[src/rtl/sync_fifo_pkg.sv]
// Shared constants and depth helper for the
// single-clock FIFO.
package sync_fifo_pkg;

    localparam int DATA_WIDTH_DEF = 4;
    localparam int BUF_WIDTH_DEF  = 3;

    function automatic int depth_of(input int bw);
        return 1 << bw;
    endfunction

endpackage

[src/rtl/sync_fifo_mem.sv]
// DEPTH x DATA_WIDTH register array, one
// synchronous write port, one registered read port.
module sync_fifo_mem
    import sync_fifo_pkg::*;
#(
    parameter int BUF_WIDTH  = BUF_WIDTH_DEF,
    parameter int DATA_WIDTH = DATA_WIDTH_DEF
) (
    input  logic                  clk,
    input  logic                  rst,
    input  logic                  we,
    input  logic [BUF_WIDTH-1:0]  wr_addr,
    input  logic [DATA_WIDTH-1:0] wr_data,
    input  logic                  re,
    input  logic [BUF_WIDTH-1:0]  rd_addr,
    output logic [DATA_WIDTH-1:0] rd_data
);

    localparam int DEPTH = depth_of(BUF_WIDTH);

    logic [DATA_WIDTH-1:0] mem [DEPTH];

    // Storage is never cleared; pointers make stale entries unreachable.
    always_ff @(posedge clk) begin
        if (we) begin
            mem[wr_addr] <= wr_data;
        end
    end

    always_ff @(posedge clk) begin
        if (rst) begin
            rd_data <= '0;
        end else if (re) begin
            rd_data <= mem[rd_addr];
        end
    end

endmodule

[src/rtl/sync_fifo.sv]
// Single-clock FIFO: pointers, occupancy count
// and status flag decode around sync_fifo_mem.
module sync_fifo
    import sync_fifo_pkg::*;
#(
    parameter int BUF_WIDTH  = BUF_WIDTH_DEF,
    parameter int DATA_WIDTH = DATA_WIDTH_DEF
) (
    input  logic                  clk,
    input  logic                  rst,
    input  logic [DATA_WIDTH-1:0] buf_in,
    input  logic                  wr_en,
    input  logic                  rd_en,
    output logic [DATA_WIDTH-1:0] buf_out,
    output logic                  buf_empty,
    output logic                  buf_full,
    output logic                  almost_empty,
    output logic                  almost_full,
    output logic [BUF_WIDTH:0]    fifo_counter
);

    localparam int CNT_W = BUF_WIDTH + 1;
    localparam int DEPTH = depth_of(BUF_WIDTH);

    localparam logic [BUF_WIDTH:0] CNT_FULL  = CNT_W'(DEPTH);
    localparam logic [BUF_WIDTH:0] CNT_AFULL = CNT_W'(DEPTH - 1);
    localparam logic [BUF_WIDTH:0] CNT_ONE   = CNT_W'(1);

    logic [BUF_WIDTH-1:0] wr_ptr;
    logic [BUF_WIDTH-1:0] rd_ptr;
    logic                 wr_ok;
    logic                 rd_ok;

    assign buf_empty    = (fifo_counter == '0);
    assign buf_full     = (fifo_counter == CNT_FULL);
    assign almost_empty = (fifo_counter == CNT_ONE);
    assign almost_full  = (fifo_counter == CNT_AFULL);

    // Full blocks writes and empty blocks reads, so a
    // simultaneous request at either limit degrades to one op.
    assign wr_ok = wr_en && !buf_full;
    assign rd_ok = rd_en && !buf_empty;

    always_ff @(posedge clk) begin
        if (rst) begin
            wr_ptr       <= '0;
            rd_ptr       <= '0;
            fifo_counter <= '0;
        end else begin
            if (wr_ok) begin
                wr_ptr <= wr_ptr + 1'b1;
            end
            if (rd_ok) begin
                rd_ptr <= rd_ptr + 1'b1;
            end
            unique case ({wr_ok, rd_ok})
                2'b10:   fifo_counter <= fifo_counter + 1'b1;
                2'b01:   fifo_counter <= fifo_counter - 1'b1;
                default: fifo_counter <= fifo_counter;
            endcase
        end
    end

    sync_fifo_mem #(
        .BUF_WIDTH  (BUF_WIDTH),
        .DATA_WIDTH (DATA_WIDTH)
    ) u_mem (
        .clk     (clk),
        .rst     (rst),
        .we      (wr_ok && !rst),
        .wr_addr (wr_ptr),
        .wr_data (buf_in),
        .re      (rd_ok),
        .rd_addr (rd_ptr),
        .rd_data (buf_out)
    );

endmodule

[config.mk]
export PLATFORM = sky130hd
export DESIGN_NAME = sync_fifo
export DESIGN_NICKNAME = d
export VERILOG_FILES = /design/src/rtl/sync_fifo_pkg.sv /design/src/rtl/sync_fifo_mem.sv /design/src/rtl/sync_fifo.sv
export SDC_FILE = /design/constraint.sdc
export NUM_CORES = 1
export LEC_CHECK = 0
export CAP_MARGIN = 20
export CORE_AREA = 2 2 82 84
export CTS_BUF_LIST = sky130_fd_sc_hd__clkbuf_16
export DETAILED_ROUTE_END_ITERATION = 6
export DIE_AREA = 0 0 84 86
export HOLD_SLACK_MARGIN = 0.05
export MAX_ROUTING_LAYER = met4
export REMOVE_ABC_BUFFERS = 1
export SETUP_SLACK_MARGIN = 0.5
export SLEW_MARGIN = 20
export SYNTH_ARGS = -nofsm -noshare
export SYNTH_HDL_FRONTEND = slang
export SYNTH_SLANG_ARGS = --single-unit
[constraint.sdc]
create_clock -name clk -period 6 [get_ports clk]
set_input_delay 1.2 -clock clk [delete_from_list [all_inputs] [get_ports clk]]
set_output_delay 1.2 -clock clk [all_outputs]
set_load 0.02 [all_outputs]
==> metrics.cfg <==
[detailed_routing]
drt_first_pass_iters = 4
viasPerCell = 4.660
drc = 0
post_drt_wl_per_cell_um = 13.90
vias = 1137
drt_iter0_markers = 99
wirelength_mm = 3.392
ant_nets = 0

[final_layout]
fin_nets = 180
final.fill_count = 594
fin_cells = 244
final_layout_size_suffix_gt1_share_pct = 5.389
area_delta_synth_final_pct = 20.54
num_antenna_cells = 0

[sta]
fin_crit_sh_pct = 52.96
rsz0062_at_grt = false
slew-limit-headroom_pct = 31.35
max_freq_ghz = 0.3147
hold_slack_ns = 0.4745
finalSetupViolCount = 0
final_max_slew_viol_count = 0
hold_viol = 0
tns_ns = 0
clock_skew_ns = 0.004830
finalCriticalPeriod_ns = 3.177
worst_slack_ns = 2.823
worst_pin_slew_ns = 1.028

[clock_tree]
htreeDepth = 2
cts-root-buf = clkbuf_16
clk_pin_slew_worst_paths_ns = 0.06
cts_buffers = 5
cts_resized = 0
cts_setup_buffers = 0
postCtsHoldBufs = 0
clock_sinks = 46
clk_latency_ns = 0.28
cts_tree = yes
cts_buffer_depth = 2

[worst_hold_path]
hold_end = u_mem.rd_data[2]$_SDFFE_PP0P_
hold_path_startpoint = u_mem.rd_data[2]$_SDFFE_PP0P_
whs_path_depth = 1
hold_class = register to register

[place]
dp_slack_ns = 2.808
io_buffers = 19
place.gp.congestion = 0.7363
dp.cells = 236
post-dp-hpwl_mm = 2.395

[grt]
grt_usage_pct = 10.74
grt_max_degree = 19
grt_pass1_vias = 1095
antenna_found_initial = 0
grt_first_pass_wirelength_mm = 5.678
grt.overflow.total = 0

[setup_path]
critPathLaunch = fifo_counter[1]$_SDFFE_PP0P_
crit_type = register to primary output
cp.arrival_ns = 1.98
critPathMaxFanout = 5
rr_worst_depth = 9
worstPathRequired_ns = 4.80
start_kind = register
r2r_end = fifo_counter[3]$_SDFFE_PP0P_
r2r_setup_slack_ns = 3.53
reg2reg_from = fifo_counter[0]$_SDFFE_PP0P_
end_kind = primary output

[yosys]
netlist_area_mm2 = 0.001956
yosysTopAreaCell = edfxtp_1
ys_seq_area_share_pct = 63.47
synth_top_cells_by_area = edfxtp_1, dfxtp_1, mux2i_1
ys.warnings.count = 0
synth_area_per_cell_um2 = 13.58
netlist_instances = 144
synth_cell_types = 30
synth_edf_count = 32
synth_top_area_share_pct = 49.14
synthFlopType = edfxtp_1
ys_async_sr_fraction_pct = 0
ys_seq_elements = 46

[power]
peakVddDrop_v = 0.0001430
p_per_area_mw_per_mm2 = 394.3
power_leakage_uw = 0.0008048

[floorplanning]
core_area_mm2 = 0.006277
die-width_um = 84
fp.dieH_um = 86
pin_count = 20
dieArea_mm2 = 0.007224
initial_core_util_pct = 31.15
rows = 29

[flow_run]
cap_violations = 0

[outcome]
status = completed

-- cell families after synthesis --
| kind of cell | share of synthesized area [%] |
|---|---|
| AOI/OAI and AO/OA | 6.526 |
| xor gates and xnor gates | 3.135 |
| adders and majority gates | 3.839 |
| buffers and inverters | 2.175 |
| DFF | 63.47 |
| muxes | 9.213 |
| and+or+nand+nor | 11.64 |
-- synth_stat cells (2+ instances only) --
library cell / number
a21oi_1: 3
edfxtp_1: 32
ha_1: 6
nand3b_1: 2
nor2b_1: 2
xor2_1: 5
mux2i_1: 18
or3_1: 2
nor3_1: 4
a22oi_1: 8
xnor2_1: 2
nand3_1: 4
dfxtp_1: 14
nand2_1: 4
inv_1: 4
a32o_1: 4
and2_1: 2
nor2_1: 16
-- per-stage QoR --
stage / instance area [µm²] / util, % / total power [µW]
after floorplan: 1928 / - / 583.5
after global placement: 2215 / 35.28 / 679.0
after detailed placement: 2215 / 35.28 / 677.4
after CTS: 2357 / 37.55 / 938.5
after global routing: 2357 / 37.55 / 983.0
final: 2357 / 37.55 / 929.5
-- metal layers --
metal | global-route usage (%) | share of wire, % | vias to the layer above
li1 | - | - | 580
met1 | 12.96 | 47 | 531
met2 | 16.44 | 47 | 17
met3 | 3.272 | 3.2 | 9
met4 | 5.279 | 2.2 | 0
met5 | - | 0 | -
-- state kept, by name, indices dropped and copies added, names as in the netlist --
signal / cells
u_mem.mem: 32
wr_ptr: 3
rd_ptr: 3
fifo_counter: 4
u_mem.rd_data: 4
-- worst max path at each step --
stage	to	slack, ns	cells past startpoint
3_5_place_dp	u_mem.mem[0][3]$_DFFE_PP_	2.81	3
2_1_floorplan	fifo_counter[3]$_SDFFE_PP0P_	3.49	6
4_1_cts	buf_empty	2.80	5
3_3_place_gp	u_mem.mem[0][0]$_DFFE_PP_	2.84	3
5_1_grt	buf_empty	2.74	5
6_report	buf_empty	2.82	5
-- cell type report --
class / instances / area, µm² / share of cell area [%]
Clock buffer: 5 / 125.1 / 5.308
Multi-Input combinational cell: 90 / 671.9 / 28.50
Clock inverter: 3 / 17.52 / 0.7431
Inverter: 4 / 15.01 / 0.6369
Sequential cell: 46 / 1241 / 52.65
Timing Repair Buffer: 19 / 190.2 / 8.068
Tap cell: 77 / 96.34 / 4.087
-- cells in the final DEF (no fill, tap or decap), drive strengths merged, types with 2 or more instances in the layout --
cell type and n:
edfxtp 32, clkdlybuf4s50 19, mux2i 18, nor2 16
dfxtp 14, a22oi 8, ha 6, inv 5
xor2 5, clkbuf 5, nand2 4, nand3 4
nor3 4, a32o 4, a21oi 3, nor2b 3
and2 2, nand3b 2, or3 2, xnor2 2
clkinv 2
-- power breakdown --
group / leakage, µW / switching (µW) / internal, µW
logic: 0.000326 / 117 / 135
clock network: 0.0000750 / 107 / 152
registers: 0.000404 / 51.2 / 367
total: 0.000805 / 275 / 655
-- critical path: stages (launching register included) --
cell and delay, ns:
dfxtp_1 0.34, inv_1 0.10, ha_1 0.20, or3b_4 0.40, inv_1 0.06, clkdlybuf4s50_1 0.59
Note: power is estimated with default switching activity, not from simulation.
